`config.mk`:
```
export PLATFORM = sky130hd
export DESIGN_NAME = fcmp_reduce_ctrl_flat
export DESIGN_NICKNAME = d
export VERILOG_FILES = /design/src/rtl/fcmp_reduce_if.sv /design/src/rtl/fcmp_reduce_ctrl.sv /design/src/flat_wrapper.sv
export SDC_FILE = /design/constraint.sdc
export NUM_CORES = 1
export LEC_CHECK = 0
export BUFFER_PORTS_ARGS = -buffer_cell sky130_fd_sc_hd__buf_2
export CAP_MARGIN = 40
export CORE_AREA = 5 5 133 135
export CTS_CLUSTER_DIAMETER = 40
export CTS_CLUSTER_SIZE = 8
export DETAILED_ROUTE_END_ITERATION = 16
export DIE_AREA = 0 0 138 140
export PLACE_DENSITY = 0.7
export SLEW_MARGIN = 0
export SYNTH_ARGS = -nofsm -noshare
export SYNTH_HDL_FRONTEND = slang
export SYNTH_SLANG_ARGS = --single-unit
```
`constraint.sdc`:
```
create_clock -name clk -period 2 [get_ports clk]
set_input_delay 0.4 -clock clk [delete_from_list [all_inputs] [get_ports clk]]
set_output_delay 0.4 -clock clk [all_outputs]
set_load 0.005 [all_outputs]
```
`src/rtl/fcmp_reduce_if.sv`:
```
// fcmp_reduce_if: bundle connecting the fmin/fmax reduction controller to its
// environment.
//   Start side : Flush, Start, StartMax, StartZfa, StartFmt, StartLen
//   Element in : InValid, InReady, InData
//   Comparator : FpuCmpBusy, CmpReq, CmpX, CmpY, CmpOpCtrl, CmpZfa, CmpFmt,
//                CmpFpRes, CmpNV
//   Result out : Busy, ResValid, ResReady, Res, ResNV
// The slave modport is the controller's view; master is the surrounding logic.
interface fcmp_reduce_if #(
  parameter int unsigned FLEN    = 64,
  parameter int unsigned FMTBITS = 2,
  parameter int unsigned LENBITS = 8
);

  logic               Flush;
  logic               Start;
  logic               StartMax;
  logic               StartZfa;
  logic [FMTBITS-1:0] StartFmt;
  logic [LENBITS-1:0] StartLen;

  logic               InValid;
  logic               InReady;
  logic [FLEN-1:0]    InData;

  logic               FpuCmpBusy;
  logic               CmpReq;
  logic [FLEN-1:0]    CmpX;
  logic [FLEN-1:0]    CmpY;
  logic [2:0]         CmpOpCtrl;
  logic               CmpZfa;
  logic [FMTBITS-1:0] CmpFmt;
  logic [FLEN-1:0]    CmpFpRes;
  logic               CmpNV;

  logic               Busy;
  logic               ResValid;
  logic               ResReady;
  logic [FLEN-1:0]    Res;
  logic               ResNV;

  modport slave (
    input  Flush, Start, StartMax, StartZfa, StartFmt, StartLen,
    input  InValid, InData,
    output InReady,
    input  FpuCmpBusy, CmpFpRes, CmpNV,
    output CmpReq, CmpX, CmpY, CmpOpCtrl, CmpZfa, CmpFmt,
    input  ResReady,
    output Busy, ResValid, Res, ResNV
  );

  modport master (
    output Flush, Start, StartMax, StartZfa, StartFmt, StartLen,
    output InValid, InData,
    input  InReady,
    output FpuCmpBusy, CmpFpRes, CmpNV,
    input  CmpReq, CmpX, CmpY, CmpOpCtrl, CmpZfa, CmpFmt,
    output ResReady,
    input  Busy, ResValid, Res, ResNV
  );

endinterface

```
`src/rtl/fcmp_reduce_ctrl.sv`:
```
// fcmp_reduce_ctrl: ordered fmin/fmax reduction sequencer sharing the FPU's
// combinational comparator with the scalar pipeline (scalar side has priority).
// Ports:
//   clk, reset : clock, synchronous active-high reset
//   io         : fcmp_reduce_if.slave (start command, element stream,
//                comparator drive/return, result handshake)
// The accumulator is compared against each new element (X = acc, Y = element);
// the first element is compared with itself so NaN handling stays uniform.
module fcmp_reduce_ctrl #(
  parameter int unsigned FLEN    = 64,
  parameter int unsigned FMTBITS = 2,
  parameter int unsigned LENBITS = 8
) (
  input  logic          clk,
  input  logic          reset,
  fcmp_reduce_if.slave  io
);

  localparam logic [2:0] OP_MIN = 3'b110;
  localparam logic [2:0] OP_MAX = 3'b101;

  typedef enum logic [1:0] {IDLE, RUN, DONE} state_t;

  state_t             state;
  logic [FLEN-1:0]    acc;
  logic               nv_acc;
  logic               first;
  logic [LENBITS-1:0] count;
  logic               max_q;
  logic               zfa_q;
  logic [FMTBITS-1:0] fmt_q;
  logic               busy_q;
  logic               res_valid_q;

  logic               run;
  logic               beat;

  // An element is consumed only when the scalar pipeline leaves the comparator free.
  assign run  = (state == RUN);
  assign beat = run & io.InValid & ~io.FpuCmpBusy;

  // Sequencer state, accumulator and registered result-side outputs.
  always_ff @(posedge clk) begin
    if (reset) begin
      state       <= IDLE;
      acc         <= '0;
      nv_acc      <= 1'b0;
      first       <= 1'b0;
      count       <= '0;
      max_q       <= 1'b0;
      zfa_q       <= 1'b0;
      fmt_q       <= '0;
      busy_q      <= 1'b0;
      res_valid_q <= 1'b0;
    end else if (io.Flush) begin
      state       <= IDLE;
      first       <= 1'b0;
      count       <= '0;
      busy_q      <= 1'b0;
      res_valid_q <= 1'b0;
    end else begin
      unique case (state)
        IDLE: begin
          if (io.Start) begin
            max_q  <= io.StartMax;
            zfa_q  <= io.StartZfa;
            fmt_q  <= io.StartFmt;
            count  <= io.StartLen;
            first  <= 1'b1;
            nv_acc <= 1'b0;
            acc    <= '0;
            busy_q <= 1'b1;
            // An empty reduction reports zero straight away.
            if (io.StartLen != '0) begin
              state <= RUN;
            end else begin
              state       <= DONE;
              res_valid_q <= 1'b1;
            end
          end
        end
        RUN: begin
          if (beat) begin
            acc    <= io.CmpFpRes;
            nv_acc <= nv_acc | io.CmpNV;
            first  <= 1'b0;
            count  <= count - LENBITS'(1);
            if (count == LENBITS'(1)) begin
              state       <= DONE;
              res_valid_q <= 1'b1;
            end
          end
        end
        DONE: begin
          if (io.ResReady) begin
            state       <= IDLE;
            res_valid_q <= 1'b0;
            busy_q      <= 1'b0;
          end
        end
        default: state <= IDLE;
      endcase
    end
  end

  // Comparator drive is same-cycle; operands do not depend on FpuCmpBusy.
  assign io.InReady   = run & ~io.FpuCmpBusy;
  assign io.CmpReq    = beat;
  assign io.CmpX      = first ? io.InData : acc;
  assign io.CmpY      = io.InData;
  assign io.CmpOpCtrl = max_q ? OP_MAX : OP_MIN;
  assign io.CmpZfa    = zfa_q;
  assign io.CmpFmt    = fmt_q;

  assign io.Busy      = busy_q;
  assign io.ResValid  = res_valid_q;
  assign io.Res       = acc;
  assign io.ResNV     = nv_acc;

endmodule

```
`src/flat_wrapper.sv`:
```
// flat-port wrapper written by rule: the top's interface ports become plain ports
module fcmp_reduce_ctrl_flat 
#(
  parameter int unsigned FLEN    = 64,
  parameter int unsigned FMTBITS = 2,
  parameter int unsigned LENBITS = 8
)
  (clk, reset, io_Flush, io_Start, io_StartMax, io_StartZfa, io_StartFmt, io_StartLen, io_InValid, io_InData, io_InReady, io_FpuCmpBusy, io_CmpFpRes, io_CmpNV, io_CmpReq, io_CmpX, io_CmpY, io_CmpOpCtrl, io_CmpZfa, io_CmpFmt, io_ResReady, io_Busy, io_ResValid, io_Res, io_ResNV);
  fcmp_reduce_if #(.FLEN(FLEN), .FMTBITS(FMTBITS), .LENBITS(LENBITS)) io_i ();
  input  logic clk;
  input  logic reset;
  input wire logic [$bits(io_i.Flush)-1:0] io_Flush;
  input wire logic [$bits(io_i.Start)-1:0] io_Start;
  input wire logic [$bits(io_i.StartMax)-1:0] io_StartMax;
  input wire logic [$bits(io_i.StartZfa)-1:0] io_StartZfa;
  input wire logic [$bits(io_i.StartFmt)-1:0] io_StartFmt;
  input wire logic [$bits(io_i.StartLen)-1:0] io_StartLen;
  input wire logic [$bits(io_i.InValid)-1:0] io_InValid;
  input wire logic [$bits(io_i.InData)-1:0] io_InData;
  output wire logic [$bits(io_i.InReady)-1:0] io_InReady;
  input wire logic [$bits(io_i.FpuCmpBusy)-1:0] io_FpuCmpBusy;
  input wire logic [$bits(io_i.CmpFpRes)-1:0] io_CmpFpRes;
  input wire logic [$bits(io_i.CmpNV)-1:0] io_CmpNV;
  output wire logic [$bits(io_i.CmpReq)-1:0] io_CmpReq;
  output wire logic [$bits(io_i.CmpX)-1:0] io_CmpX;
  output wire logic [$bits(io_i.CmpY)-1:0] io_CmpY;
  output wire logic [$bits(io_i.CmpOpCtrl)-1:0] io_CmpOpCtrl;
  output wire logic [$bits(io_i.CmpZfa)-1:0] io_CmpZfa;
  output wire logic [$bits(io_i.CmpFmt)-1:0] io_CmpFmt;
  input wire logic [$bits(io_i.ResReady)-1:0] io_ResReady;
  output wire logic [$bits(io_i.Busy)-1:0] io_Busy;
  output wire logic [$bits(io_i.ResValid)-1:0] io_ResValid;
  output wire logic [$bits(io_i.Res)-1:0] io_Res;
  output wire logic [$bits(io_i.ResNV)-1:0] io_ResNV;
  assign io_i.Flush = io_Flush;
  assign io_i.Start = io_Start;
  assign io_i.StartMax = io_StartMax;
  assign io_i.StartZfa = io_StartZfa;
  assign io_i.StartFmt = io_StartFmt;
  assign io_i.StartLen = io_StartLen;
  assign io_i.InValid = io_InValid;
  assign io_i.InData = io_InData;
  assign io_InReady = io_i.InReady;
  assign io_i.FpuCmpBusy = io_FpuCmpBusy;
  assign io_i.CmpFpRes = io_CmpFpRes;
  assign io_i.CmpNV = io_CmpNV;
  assign io_CmpReq = io_i.CmpReq;
  assign io_CmpX = io_i.CmpX;
  assign io_CmpY = io_i.CmpY;
  assign io_CmpOpCtrl = io_i.CmpOpCtrl;
  assign io_CmpZfa = io_i.CmpZfa;
  assign io_CmpFmt = io_i.CmpFmt;
  assign io_i.ResReady = io_ResReady;
  assign io_Busy = io_i.Busy;
  assign io_ResValid = io_i.ResValid;
  assign io_Res = io_i.Res;
  assign io_ResNV = io_i.ResNV;
  fcmp_reduce_ctrl #(.FLEN(FLEN), .FMTBITS(FMTBITS), .LENBITS(LENBITS)) u_core (.clk(clk), .reset(reset), .io(io_i));
endmodule
```
==> flow_summary.json, run 1 <==
{
  "status": "finished clean",
  "track_usage": 0.176,
  "synth_top_area_frac": 0.351,
  "core_um2": 16300,
  "worstSetupPathType": "reg2out",
  "antenna_found_initial": 1,
  "wirelength_um": 18100,
  "worst_pin_slew_ns": 0.595,
  "critical_path_arrival_ns": 1.52,
  "routedWlPerCell_um": 17.3,
  "postRouteAntennaNets": 0,
  "comb_power_share": 0.174,
  "clock_latency_ns": 0.33,
  "clock_sinks": 82,
  "synthesis.nets": 708,
  "p_int_mw": 3.04,
  "setup_tns_ns": 0,
  "sw_frac_of_total": 0.262,
  "drive_gt1_frac": 0.559,
  "cts_tree": "done",
  "post-route-period-util": 0.959,
  "slew_viol_final": 0,
  "endpoint_kind": "output pin",
  "syn_area_per_cell_um2": 8.38,
  "start_util": 0.286,
  "h-tree-depth": 3,
  "ir_drop_mv": 0.463,
  "die_x_um": 138,
  "antenna_cells": 0,
  "nets": 968,
  "synthCells": 558,
  "ys_types": 49,
  "path_clk_slew_ns": 0.06,
  "grt.overflow.total": 0,
  "final_cells": 1043,
  "viasPerCell": 4.92,
  "syn2layout_area_growth_pct": 39.2,
  "synth_flop_cell": "dfxtp_1",
  "worstPathRequired_ns": 1.60,
  "nFillCells": 1702,
  "cts_made_buffers": 9,
  "drv_cap": 0,
  "synth_top_area_cell": "dfxtp_1",
  "cts_root_buf": "clkbuf_16",
  "syn_area_um2": 4670,
  "max_freq_ghz": 0.521,
  "yosysWarnings": 0,
  "hold_viol": 0,
  "p_clk_frac": 0.417,
  "finClkSkew_ns": 0.00491,
  "synth.area.top_cells": "dfxtp_1 35%, mux2_2 16%, buf_4 11%",
  "grt_pass1_vias": 5087,
  "grt_pass1_wl_um": 27600,
  "finalSetupViolations": 0,
  "max_slew_margin": 0.601,
  "die_y_um": 140,
  "dieArea_um2": 19300,
  "period_needed_ns": 1.92,
  "synth_edf_count": 0,
  "ys_async_sr_fraction": 0,
  "place_congestion": 0.890,
  "drt_iter0_markers": 309,
  "clk_path_buf_depth": 2,
  "yosys_register_bits": 82,
  "yosysSeqAreaShare": 0.351,
  "firstDrtPassIters": 4,
  "worstHoldPathType": "in2reg",
  "powerDensity_nw_per_um2": 633,
  "rsz0062_at_grt": "false",
  "dp_hpwl_um": 14000,
  "hold_buffers": 0,
  "path_max_fanout": 21,
  "power_frac_seq": 0.410,
  "cp-start-kind": "flip-flop",
  "p_sw_mw": 1.08,
  "grt_start_max_net_pins": 65,
  "remaining_drc_errors": 0,
  "leakagePower_nw": 3.17,
  "dpl.cell_count": 1027,
  "ioPinCount": 351,
  "port_buffers": 349,
  "via_count": 5127,
  "fp-row-count": 47
}
-- cells in the final DEF, fill, tap and decap left out, types with 2 or more instances in the layout --
| cell | synthesis | routed |
|---|---|---|
| buf_2 | 8 | 349 |
| dfxtp_1 | 82 | 78 |
| a21oi_1 | 77 | 77 |
| mux2_2 | 65 | 65 |
| nand3_1 | 65 | 65 |
| o21ai_0 | 47 | 47 |
| o21ai_1 | 20 | 20 |
| nor2_1 | 15 | 15 |
| buf_4 | 70 | 11 |
| nand2_1 | 10 | 10 |
| clkbuf_16 | 0 | 9 |
| buf_12 | 0 | 5 |
| inv_1 | 5 | 4 |
| or4_1 | 4 | 4 |
| mux2i_1 | 4 | 4 |
| nor3_1 | 4 | 4 |
| nand2b_1 | 4 | 3 |
| dfxtp_2 | 0 | 3 |
| nor3b_1 | 2 | 2 |
| nand3b_1 | 2 | 2 |
| or2_2 | 2 | 2 |
| a22oi_1 | 2 | 2 |
| o22ai_1 | 2 | 2 |
| o21a_1 | 2 | 2 |
| ha_1 | 2 | 2 |
| clkbuf_8 | 0 | 2 |
-- kinds of logic after synthesis --
| group | Yosys count | synth area share |
|---|---|---|
| and+or+nand+nor | 118 | 0.131 |
| AOI/OAI and AO/OA | 165 | 0.191 |
| adders and majority gates | 2 | 0.00535 |
| muxes | 69 | 0.165 |
| other | 1 | 0.000802 |
| DFF | 82 | 0.351 |
| buffers and inverters | 121 | 0.156 |
-- power by group through the flow --
| stage | Sequential [mW] | Clock (mW) | Combinational [mW] |
|---|---|---|---|
| floorplan | 1.72 | 0 | 0.411 |
| global placement | 1.72 | 0 | 0.717 |
| detailed placement | 1.72 | 0 | 0.723 |
| CTS | 1.69 | 1.78 | 0.725 |
| global route | 1.69 | 1.84 | 0.788 |
| finish | 1.69 | 1.71 | 0.716 |
-- timing repair --
action                                  CTS  global route
endpoints found under the setup margin    2             2
resized for setup                         1             4
setup buffers                             0             0
pin swaps                                 0             1
-- metrics by stage --
stage	setup slack [ns]	power [mW]	utilization	area, um^2	hold slack [ns]
2_1_floorplan	0.138	2.13	-	4670	0.452
3_3_place_gp	0.0994	2.44	0.379	6200	0.447
3_5_place_dp	0.0495	2.44	0.379	6200	0.458
4_1_cts	0.0240	4.19	0.398	6500	0.290
5_1_grt	0.00537	4.32	0.398	6510	0.299
6_report	0.0813	4.12	0.398	6510	0.308
-- synthesized netlist by cell type (2+ instances only) --
| library cell | n |
|---|---|
| dfxtp_1 | 82 |
| a21oi_1 | 77 |
| buf_4 | 70 |
| mux2_2 | 65 |
| nand3_1 | 65 |
| o21ai_0 | 47 |
| clkbuf_1 | 36 |
| o21ai_1 | 20 |
| nor2_1 | 15 |
| nand2_1 | 10 |
| buf_2 | 8 |
| inv_1 | 5 |
| mux2i_1 | 4 |
| nand2b_1 | 4 |
| nor3_1 | 4 |
| or4_1 | 4 |
| a211oi_1 | 2 |
| a22oi_1 | 2 |
| buf_1 | 2 |
| ha_1 | 2 |
| nand3b_1 | 2 |
| nor3b_1 | 2 |
| o21a_1 | 2 |
| o22ai_1 | 2 |
| or2_2 | 2 |
-- critical path, stage by stage, from the launching register on --
cell and delay [ns]:
dfxtp_4 0.36, buf_4 0.28, mux2_2 0.41, buf_2 0.14
-- final cells by class --
| class | instances | area [um^2] | area share |
|---|---|---|---|
| Multi-Input combinational cell | 355 | 2330 | 0.358 |
| Timing Repair Buffer | 365 | 1930 | 0.296 |
| Sequential cell | 82 | 1650 | 0.253 |
| Tap cell | 220 | 275 | 0.0423 |
| Clock buffer | 12 | 256 | 0.0394 |
| Clock inverter | 4 | 48.8 | 0.00750 |
| Inverter | 5 | 18.8 | 0.00288 |
-- sequential cells by signal (all words and copies together), names as in the netlist --
signal              count
u_core.io.Res          64
u_core.count            8
u_core.io.CmpFmt        2
u_core.state            2
u_core.first            1
u_core.io.Busy          1
u_core.io.CmpZfa        1
u_core.io.ResNV         1
u_core.io.ResValid      1
u_core.max_q            1
-- layer usage --
metal,vias up,track usage,wire [um]
li1,2456,-,-
met1,2367,0.196,6990
met2,274,0.317,9070
met3,28,0.0528,1590
met4,2,0.0686,395
met5,-,0,13
-- final timing paths --
path,start,end,slack [ns],cells after the start
hold reg to reg,u_core.io.ResValid,u_core.io.ResValid,0.47,2
setup reg to reg,u_core.count[1],u_core.count[6],0.10,6
setup / recovery,u_core.first,io_CmpX[61],0.08,3
hold / removal,io_StartZfa,u_core.io.CmpZfa,0.31,3
No activity file was read; power rests on OpenSTA's default activity.
==> run 2: changes to the inputs <==
Settings changed: PLACE_DENSITY 0.7 to unset.
==> flow_summary.json, run 2 (synthesis results as in run 1) <==
{
  "status": "finished clean",
  "firstDrtPassIters": 4,
  "clk_path_buf_depth": 2,
  "startpoint": "u_core.first",
  "gr-usage-met1": 0.213,
  "worstPathRequired_ns": 1.60,
  "path_cells": "buf_4 -> mux2_2 -> buf_2",
  "ir_drop_mv": 0.456,
  "nFillCells": 1729,
  "hold_buffers": 0,
  "port_buffers": 349,
  "routedWlPerCell_um": 17.9,
  "die_x_um": 138,
  "max_freq_ghz": 0.515,
  "p_clk_frac": 0.399,
  "grt_pass1_wl_um": 28700,
  "die_y_um": 140,
  "period_needed_ns": 1.94,
  "drv_cap": 0,
  "leakagePower_nw": 3.17,
  "use_met3": 0.0556,
  "track_usage": 0.181,
  "finalSetupViolations": 0,
  "syn2layout_area_growth_pct": 39.2,
  "ioPinCount": 351,
  "remaining_drc_errors": 0,
  "viasPerCell": 4.93,
  "antenna_cells": 0,
  "hold_viol": 0,
  "setup_tns_ns": 0,
  "place_congestion": 0.893,
  "drive_gt1_frac": 0.560,
  "crit_path_end": "io_CmpX[55]",
  "comb_power_share": 0.181,
  "slew_viol_final": 0,
  "slowest_stage": "mux2_2",
  "timing.rr.end": "u_core.count[6]",
  "nets": 969,
  "worst_pin_slew_ns": 0.525,
  "start_util": 0.286,
  "cp-start-kind": "flip-flop",
  "worstSetupPathType": "reg2out",
  "worstHoldPathType": "in2reg",
  "grt_pass1_vias": 5126,
  "r2r_slack_ns": 0.13,
  "p_int_mw": 2.96,
  "h-tree-depth": 3,
  "antenna_found_initial": 1,
  "timing.rr.start": "u_core.count[0]",
  "largest_reg_flops": 64,
  "reg2regPathDepth": 6,
  "p_sw_mw": 1.06,
  "clock_sinks": 82,
  "crit_family": "buffers and inverters",
  "wirelength_um": 18600,
  "power_frac_seq": 0.420,
  "critical_path_arrival_ns": 1.54,
  "powerDensity_nw_per_um2": 618,
  "path_max_fanout": 25,
  "grt_use_met2": 0.315,
  "cts_made_buffers": 9,
  "rsz0062_at_grt": "false",
  "core_um2": 16300,
  "clock_latency_ns": 0.33,
  "critical_path_buf_inv_count": 2,
  "cp.depth": 3,
  "post-route-period-util": 0.972,
  "cts_tree": "done",
  "power_mw": 4.02,
  "grt.overflow.total": 0,
  "grt.busiest_layer": "met2",
  "drt_iter0_markers": 209,
  "finClkSkew_ns": 0.00548,
  "fp-row-count": 47,
  "grt_start_max_net_pins": 64,
  "path_clk_slew_ns": 0.06,
  "postRouteAntennaNets": 0,
  "max_slew_margin": 0.647,
  "final_common_cell": "buf_2",
  "critical-path-max-stage-delay_ns": 0.38,
  "cts_root_buf": "clkbuf_16",
  "endpoint_kind": "output pin",
  "via_count": 5138,
  "dp_hpwl_um": 14300,
  "sw_frac_of_total": 0.264,
  "dieArea_um2": 19300,
  "layout_common_cells": "349 x buf_2, 78 x dfxtp_1, 77 x a21oi_1"
}
## run 2: area by class of cell
cell class,instances,area (um^2),area share
Clock buffer,10,229,0.0352
Sequential cell,82,1650,0.253
Clock inverter,4,45.0,0.00692
Timing Repair Buffer,366,1960,0.302
Tap cell,220,275,0.0423
Inverter,5,18.8,0.00288
Multi-Input combinational cell,355,2330,0.358
## run 2: how the worst min path moves through the flow
stage	startpoint	end	slack, ns	depth (start not counted)
floorplan	u_core.io.ResValid	u_core.io.ResValid	0.45	2
global placement	u_core.io.CmpFmt[1]	u_core.io.CmpFmt[1]	0.47	2
detailed placement	u_core.io.ResValid	u_core.io.ResValid	0.48	2
CTS	io_StartFmt[0]	u_core.io.CmpFmt[0]	0.28	3
global route	io_CmpFpRes[30]	u_core.io.Res[30]	0.30	3
finish	io_StartFmt[0]	u_core.io.CmpFmt[0]	0.30	3
## run 2: worst register-to-register path, cell delays in order (launching register included)
cell and delay (ns):
dfxtp_2 0.34, inv_2 0.07, ha_2 0.18, or3b_4 0.39, or4_1 0.41, a311o_1 0.29, a21oi_2 0.12
## run 2: power by group through the flow
stage	combinational (mW)	sequential, mW	clock (mW)
floorplan	0.411	1.72	0
global placement	0.726	1.72	0
detailed placement	0.732	1.72	0
CTS	0.735	1.69	1.66
global route	0.798	1.69	1.74
finish	0.730	1.69	1.60
## run 2: what timing repair did
item / in CTS / in global routing
endpoints found under the setup margin: 2 / 1
gates resized for setup: 1 / 5
buffers inserted: 0 / 0
hold endpoints to repair: 0 / 0
pin swaps: 0 / 1
## run 2: metrics by stage
stage                     setup WS (ns)   util  hold WS (ns)  instance area [um^2]  instances
after floorplan                   0.138      -         0.452                  4670        558
after global placement           0.0855  0.381         0.471                  6230       1028
after detailed placement         0.0434  0.381         0.476                  6230       1028
after CTS                       0.00780  0.398         0.283                  6500       1042
after global routing            0.00151  0.398         0.303                  6510       1042
final                            0.0564  0.398         0.295                  6510       1042
## run 2: per-layer routing
metal	up-vias	part of all wire	wire, um
met2	268	0.49	9210
met3	23	0.077	1440
met1	2402	0.40	7510
met5	-	0.00070	13
met4	2	0.024	452
li1	2443	-	-
